### src/rtl/bcd_counter_2digit.sv
// Two-digit BCD up/down counter with a tick prescaler, synchronous clear and
// parallel load; digits feed per-digit BCD-to-7-segment decoders directly.
module bcd_counter_2digit #(
  parameter int unsigned TICK_DIV = 50_000_000,
  parameter int unsigned MODULO   = 60
) (
  input  logic       clk,
  input  logic       rst_n,
  input  logic       en,
  input  logic       up,
  input  logic       clr,
  input  logic       load,
  input  logic [7:0] load_val,
  output logic [3:0] ones,
  output logic [3:0] tens,
  output logic       wrap,
  output logic       load_err
);

  localparam int unsigned PC_W = (TICK_DIV > 1) ? $clog2(TICK_DIV) : 1;
  localparam logic [PC_W-1:0] PC_LAST = PC_W'(TICK_DIV - 1);
  localparam logic [3:0] MAX_T = 4'((MODULO - 1) / 10);
  localparam logic [3:0] MAX_O = 4'((MODULO - 1) % 10);

  logic [PC_W-1:0] pc;
  logic            step;
  logic [3:0]      ld_t, ld_o;
  logic [7:0]      ld_bin;
  logic            ld_ok;

  // Next state for an up step: {wrap, tens, ones}; carries are decimal, per nibble.
  function automatic logic [8:0] bcd_inc(input logic [3:0] t, input logic [3:0] o);
    if (t == MAX_T && o == MAX_O) return {1'b1, 4'd0, 4'd0};
    else if (o == 4'd9)           return {1'b0, t + 4'd1, 4'd0};
    else                          return {1'b0, t, o + 4'd1};
  endfunction

  function automatic logic [8:0] bcd_dec(input logic [3:0] t, input logic [3:0] o);
    if (t == 4'd0 && o == 4'd0) return {1'b1, MAX_T, MAX_O};
    else if (o == 4'd0)         return {1'b0, t - 4'd1, 4'd9};
    else                        return {1'b0, t, o - 4'd1};
  endfunction

  assign step   = en && (pc == PC_LAST);
  assign ld_t   = load_val[7:4];
  assign ld_o   = load_val[3:0];
  assign ld_bin = 8'(ld_t) * 8'd10 + 8'(ld_o);
  assign ld_ok  = (ld_t <= 4'd9) && (ld_o <= 4'd9) && (ld_bin < 8'(MODULO));

  always_ff @(posedge clk or negedge rst_n) begin
    if (!rst_n) begin
      pc       <= '0;
      ones     <= 4'd0;
      tens     <= 4'd0;
      wrap     <= 1'b0;
      load_err <= 1'b0;
    end else begin
      wrap     <= 1'b0;
      load_err <= 1'b0;
      if (clr) begin
        pc   <= '0;
        ones <= 4'd0;
        tens <= 4'd0;
      end else if (load) begin
        // A rejected load freezes pc for this cycle and swallows any step.
        if (ld_ok) begin
          tens <= ld_t;
          ones <= ld_o;
          pc   <= '0;
        end else begin
          load_err <= 1'b1;
        end
      end else if (step) begin
        pc <= '0;
        if (up) {wrap, tens, ones} <= bcd_inc(tens, ones);
        else    {wrap, tens, ones} <= bcd_dec(tens, ones);
      end else if (en) begin
        pc <= pc + PC_W'(1);
      end
    end
  end

endmodule

### config.mk
export PLATFORM = sky130hd
export DESIGN_NAME = bcd_counter_2digit
export DESIGN_NICKNAME = d
export VERILOG_FILES = /design/src/rtl/bcd_counter_2digit.sv
export SDC_FILE = /design/constraint.sdc
export NUM_CORES = 1
export LEC_CHECK = 0
export CAP_MARGIN = 15
export CORE_ASPECT_RATIO = 2
export CORE_MARGIN = 4
export CORE_UTILIZATION = 38
export DETAILED_ROUTE_END_ITERATION = 16
export PLACE_DENSITY = 0.52
export SYNTH_ARGS = -nofsm -noshare
export SYNTH_HDL_FRONTEND = slang
export SYNTH_SLANG_ARGS = --single-unit
### constraint.sdc
create_clock -name clk -period 2.7 [get_ports clk]
set_input_delay 0.54 -clock clk [delete_from_list [all_inputs] [get_ports clk]]
set_output_delay 0.54 -clock clk [all_outputs]
set_load 0.005 [all_outputs]
==> results of run 1 <==
[cells by family (layout without fill, tap and decap cells)]
family                   after synthesis  after routing
AO/OA/AOI/OAI                        102            102
XOR/XNOR                               2              2
adder cells (fa/ha/maj)               16             16
buffers and inverters                 25             89
flip-flops                            36             36
multiplexers                           4              4
AND/OR/NAND/NOR                      138            138
[per-layer routing]
metal / share of wire [%] / global-route usage, % / vias to the layer above / wire [µm]
met4: 6.2 / 13.0 / 0 / 519
met2: 57 / 39.2 / 57 / 4760
met1: 35 / 20.8 / 1352 / 2910
met5: 0 / 0 / - / 0
li1: - / - / 1341 / -
met3: 2.2 / 2.64 / 32 / 185
[Yosys cell counts (3+ instances only)]
| library cell | instances |
|---|---|
| nand2b_1 | 5 |
| mux2_2 | 4 |
| and2_1 | 5 |
| nor3_1 | 11 |
| or3_1 | 20 |
| nor2_1 | 17 |
| o31ai_1 | 10 |
| inv_1 | 13 |
| or4_1 | 6 |
| nand4_1 | 8 |
| and3_1 | 8 |
| dfrtp_1 | 36 |
| o21ai_2 | 5 |
| nor2b_1 | 6 |
| a21oi_1 | 31 |
| o211ai_1 | 3 |
| ha_1 | 14 |
| clkbuf_1 | 8 |
| nand2_1 | 24 |
| a31oi_1 | 3 |
| a21oi_2 | 5 |
| o21ai_0 | 19 |
| or2_2 | 3 |
| nand3_1 | 19 |
| a211oi_1 | 6 |
[power breakdown]
group | total [µW] | internal [µW] | switching, µW
clock | 614 | 388 | 226
sequential | 602 | 560 | 42.0
combinational | 520 | 267 | 252
total | 1740 | 1220 | 520
[sequential cells by signal, indices dropped and copies added (netlist names)]
name / count
ones: 4
pc: 26
wrap: 1
load_err: 1
tens: 4
[worst max path at each step]
| stage | startpoint | endpoint | slack, ns | depth (start not counted) |
|---|---|---|---|---|
| floorplan | load_val[5] | pc[5]$_DFFE_PN0P_ | -0.26 | 12 |
| global placement | load_val[5] | pc[21]$_DFFE_PN0P_ | -0.87 | 12 |
| detailed placement | load_val[5] | pc[17]$_DFFE_PN0P_ | -0.94 | 12 |
| CTS | load_val[7] | pc[5]$_DFFE_PN0P_ | -0.30 | 12 |
| global route | load_val[5] | pc[5]$_DFFE_PN0P_ | -0.31 | 12 |
| finish | load_val[5] | pc[5]$_DFFE_PN0P_ | -0.24 | 12 |
[layout make-up]
type / count / area (µm²)
fill: 627 / 3060
clock buffer: 7 / 153
multi-input combinational: 262 / 2000
sequential: 36 / 901
timing repair buffer: 69 / 666
tap: 90 / 113
inverter: 13 / 48.8
[timing repair]
item | 4_1_cts | 5_1_grt
resized for setup | 67 | 34
gates cloned | 1 | 0
pin swaps | 30 | 27
setup endpoints to repair | 35 | 35
setup buffers | 8 | 2
[metrics by stage]
step           cell area [µm²]  total power [µW]
2_1_floorplan             2760               841
3_3_place_gp              3320              1030
3_5_place_dp              3320              1030
4_1_cts                   3740              1730
5_1_grt                   3880              1830
6_report                  3880              1740
==> flow_metrics.tcl, run 1 <==
set metrics [dict create \
    dieArea_um2 8640 \
    final_nets 417 \
    max-clock-path-buffers 2 \
    yosys.area_share.adder_pct 7.93 \
    crit_fanout 3 \
    worst_slack_ns -0.238 \
    grt_max_degree 37 \
    ys_ff_latch 36 \
    critical-path-max-stage-delay_ns 0.53 \
    synth_flop_cell "dfrtp_1" \
    seq_area_frac_synth_pct 33.2 \
    relSlewSlack_pct 43.1 \
    die_w_um 67.8 \
    synthArstFlopShare_pct 100 \
    hpwl_um 6160 \
    synth-simple-area-share_pct 27.3 \
    fin_crit_ns 2.94 \
    clockRootBuffer "clkbuf_16" \
    crit_buf_inv 2 \
    drv_cap 0 \
    n_antenna_cell 0 \
    initial_core_util_pct 39.1 \
    avgSynthCellArea_um2 8.40 \
    instances_no_fill 477 \
    dr_total_vias 2782 \
    final_cell_mix "dfrtp_1, buf_4, a21oi_1" \
    worstSkewPairLatency_ns 0.28 \
    tns_ns -4.86 \
    hold_class "in -> async" \
    slew_viol_final 0 \
    synthMuxAreaShare_pct 1.66 \
    synth_area_um2 2710 \
    yosys_warnings 0 \
    die_y_um 128 \
    postCtsHoldBufs 0 \
    cts_tree "yes" \
    hold_viol 0 \
    ir_worst_vdd_mv 0.207 \
    rsz0062_at_grt "true" \
    via_per_inst 5.83 \
    holdWs_ns 0.364 \
    core-area_um2 6940 \
    cp_data_required_time_ns 2.92 \
    drt-total-wl_um 8380 \
    setup_violations 33 \
    grt_pass1_wl_um 13800 \
    area_delta_synth_final_pct 43.0 \
    gp_congestion 0.840 \
    row_count 43 \
    end_kind "flip-flop" \
    leakage_uw 0.00153 \
    utilization_pct 55.9 \
    layout_commonest_cell "dfrtp_1" \
    synth_top_family_by_area "simple AND/OR/NAND/NOR gates" \
    synth_area_leaders "dfrtp_1, ha_1, a21oi_1" \
    antenna_found_initial 0 \
    dr.first_iter.drc_count 108 \
    h-tree-depth 2 \
    syn-num-nets 353 \
    place_ws_ns -0.942 \
    drc 0 \
    crit_path_cell_trace "buf_8 -> ha_4 -> ha_4 -> fa_2 -> nand2_2 -> a2111o_1 -> o31a_1 -> and3_4 -> buf_6 -> a21o_4 -> or4_4 -> nand2_2" \
    synth_edf_count 0 \
    drt_pass1_iterations 4 \
    grt_pass1_vias 2938 \
    post-route-period-util_pct 109 \
    rrSetupSlack_ns 0.21 \
    rr_startpoint "pc[0]$_DFFE_PN0P_" \
    fmax_mhz 340 \
    violations "setup timing" \
    tightest_slew_ns 0.853 \
    rr_worst_depth 9 \
    synth_compound_area_share_pct 25.0 \
    io_pins 24 \
    synth_top_area_share_pct 33.2 \
    cp-start-kind "primary input" \
    gr-total-overflow 0 \
    skew_ns 0.00340 \
    ant_nets 0 \
    layout-drive-gt1-share_pct 32.6 \
    grt_usage_pct 21.1 \
    cpLargestDelayFamily "adder cells" \
    p_per_area_nw_per_um2 447 \
    numPortBuffers 23 \
    cts.clk_slew.worst_paths_ns 0.06 \
    cts_made_buffers 5 \
    placed_cells 460 \
    path_class "in -> reg" \
    synth-xor-area-share_pct 0.645 \
    worstReg2RegEnd "pc[16]$_DFFE_PN0P_" \
    cp_slowest_cell "fa_2" \
    synthCells 323 \
    synth_top_area_cell "dfrtp_1" \
    wl_per_cell_um 17.6 \
    crit_arrival_ns 3.16 \
    synth_cell_types 51 \
    cts_sinks 36 \
    status "finished, violations left" \
]
Power figures use the tool's default switching activity.
==> run 2: changes to the inputs <==
--- a/config.mk
+++ b/config.mk
@@ -9,6 +9,7 @@
 export CORE_ASPECT_RATIO = 2
 export CORE_MARGIN = 4
 export CORE_UTILIZATION = 38
+export CTS_BUF_LIST = sky130_fd_sc_hd__clkbuf_8 sky130_fd_sc_hd__clkbuf_16
 export DETAILED_ROUTE_END_ITERATION = 16
 export PLACE_DENSITY = 0.52
 export SYNTH_ARGS = -nofsm -noshare
==> results of run 2 <==
No change in the layout: final DEF, timing and power equal those of run 1.
==> run 3: changes to the inputs <==
--- a/config.mk
+++ b/config.mk
@@ -15,3 +15,4 @@
 export SYNTH_ARGS = -nofsm -noshare
 export SYNTH_HDL_FRONTEND = slang
 export SYNTH_SLANG_ARGS = --single-unit
+export TNS_END_PERCENT = 20
==> flow_metrics.tcl, run 3 (synthesized netlist as in run 1, its figures left out) <==
set metrics [dict create \
    worstSkewPairLatency_ns 0.28 \
    skew_ns 0.00543 \
    gp_congestion 0.880 \
    hpwl_um 6070 \
    ant_nets 0 \
    status "finished, violations left" \
    seq_area_um2 901 \
    rr_startpoint "pc[0]$_DFFE_PN0P_" \
    grt_pass1_vias 2851 \
    final_nets 415 \
    post-route-period-util_pct 107 \
    worst_slack_ns -0.190 \
    row_count 43 \
    top_register "pc" \
    leakage_uw 0.00147 \
    cts_sinks 36 \
    hold_class "in -> async" \
    crit_buf_inv 3 \
    wl_per_cell_um 17.1 \
    crit_path_cell_trace "buf_8 -> ha_4 -> ha_4 -> fa_2 -> nand2_2 -> a2111o_1 -> o31a_1 -> and3_4 -> a211oi_4 -> buf_12 -> buf_8 -> o21ai_0 -> a21oi_1" \
    cp_slowest_cell "fa_2" \
    grt_pass1_wl_um 13500 \
    cts_made_buffers 5 \
    cp_num_cells 13 \
    fmax_mhz 346 \
    grt_max_degree 37 \
    largest_registers "pc: 26 flops, ones: 4 flops, tens: 4 flops" \
    crit_fanout 8 \
    multi_input_area_um2 1900 \
    tightest_slew_ns 0.860 \
    n_fill_cell 652 \
    utilization_pct 54.0 \
    via_per_inst 5.70 \
    layout_commonest_cell "dfrtp_1" \
    critical-path-max-stage-delay_ns 0.53 \
    ir_worst_vdd_mv 0.295 \
    stdcell_area_um2 3750 \
    dr.first_iter.drc_count 118 \
    die_w_um 67.8 \
    max-clock-path-buffers 2 \
    rr_worst_depth 9 \
    place_area_um2 3310 \
    area_delta_synth_final_pct 38.0 \
    clockRootBuffer "clkbuf_16" \
    largest_reg_flops 26 \
    violations "setup timing" \
    dr_total_vias 2713 \
    p_per_area_nw_per_um2 443 \
    h-tree-depth 2 \
    fin_crit_ns 2.89 \
    postCtsHoldBufs 0 \
    core-area_um2 6940 \
    cp-start-kind "primary input" \
    gr-total-overflow 0 \
    endpoint "pc[13]$_DFFE_PN0P_" \
    n_antenna_cell 0 \
    numPortBuffers 23 \
    drc 0 \
    rsz0062_at_grt "true" \
    cts.clk_slew.worst_paths_ns 0.05 \
    crit_start "load_val[7]" \
    initial_core_util_pct 39.1 \
    layout-drive-gt1-share_pct 27.5 \
    rrSetupSlack_ns 0.18 \
    dieArea_um2 8640 \
    antenna_found_initial 0 \
    grt_usage_pct 20.7 \
    crit_arrival_ns 3.09 \
    path_class "in -> reg" \
    setup_violations 27 \
    worstReg2RegEnd "pc[16]$_DFFE_PN0P_" \
    drv_cap 0 \
    hold_viol 0 \
    cts_tree "yes" \
    cp_data_required_time_ns 2.90 \
    end_kind "flip-flop" \
    cpLargestDelayFamily "compound AO/OA/AOI/OAI gates" \
    slew_viol_final 0 \
    io_pins 24 \
    final_cell_mix "dfrtp_1, buf_4, a21oi_1" \
    drt_pass1_iterations 4 \
    drt-total-wl_um 8150 \
    relSlewSlack_pct 42.7 \
    die_y_um 128 \
]
## run 3: changes by cell type in the layout (fill, tap and decap cells not counted), sizes merged
cell          previous run  this run
buf                     51        48
inv                     13        15
dlygate4sd2              1         2
dlymetal6s2s             1         0
## run 3: area by class of cell
class | instances | share of cell area, %
tap | 90 | 3.01
clock inverter | 2 | 0.200
sequential | 36 | 24.0
inverter | 13 | 1.30
timing repair buffer | 67 | 17.1
clock buffer | 6 | 3.71
multi-input combinational | 262 | 50.6
## run 3: how the worst min path moves through the flow
stage	from	end	slack [ns]	depth (start not counted)
final	rst_n	pc[2]$_DFFE_PN0P_	0.37	1
after detailed placement	pc[20]$_DFFE_PN0P_	pc[20]$_DFFE_PN0P_	0.46	1
after global placement	pc[20]$_DFFE_PN0P_	pc[20]$_DFFE_PN0P_	0.45	1
after CTS	rst_n	pc[2]$_DFFE_PN0P_	0.39	1
after floorplan	rst_n	load_err$_DFF_PN0_	0.24	0
after global routing	rst_n	pc[2]$_DFFE_PN0P_	0.44	1
## run 3: metrics by stage
stage	TNS, ns	setup WS [ns]	hold slack, ns	power, µW	std cells
2_1_floorplan	-6.27	-0.260	0.244	841	323
3_3_place_gp	-26.98	-0.884	0.455	1030	458
3_5_place_dp	-28.33	-0.944	0.460	1030	458
5_1_grt	-5.80	-0.265	0.440	1760	476
4_1_cts	-4.69	-0.233	0.394	1650	474
6_report	-3.37	-0.190	0.370	1660	476
## run 3: power by group
group	leakage (µW)	switching (µW)	internal, µW
Sequential	0.000494	40.0	561
Clock	0.0000795	211	360
Combinational	0.000901	240	247
Total	0.00147	491	1170
## run 3: repair_timing
| item | CTS | global route |
|---|---|---|
| gates cloned | 2 | 1 |
| setup buffers | 6 | 3 |
| resized for setup | 41 | 28 |
| endpoints found under the setup margin | 35 | 33 |
| pin swaps | 31 | 16 |
## run 3: worst register-to-register path, delay by kind of cell (launching register included)
kind	cells	cell delay, ns
buf+inv	1	0.26
compound gates	4	0.84
simple gates	3	0.65
fa+ha+maj	1	0.25
flops	1	0.41
## run 3: per-layer routing
layer  part of all wire, %  track usage, %
met2                    57            39.0
met3                   2.0            2.90
met4                   3.7            10.6
met1                    37            20.8
met5                     0               0
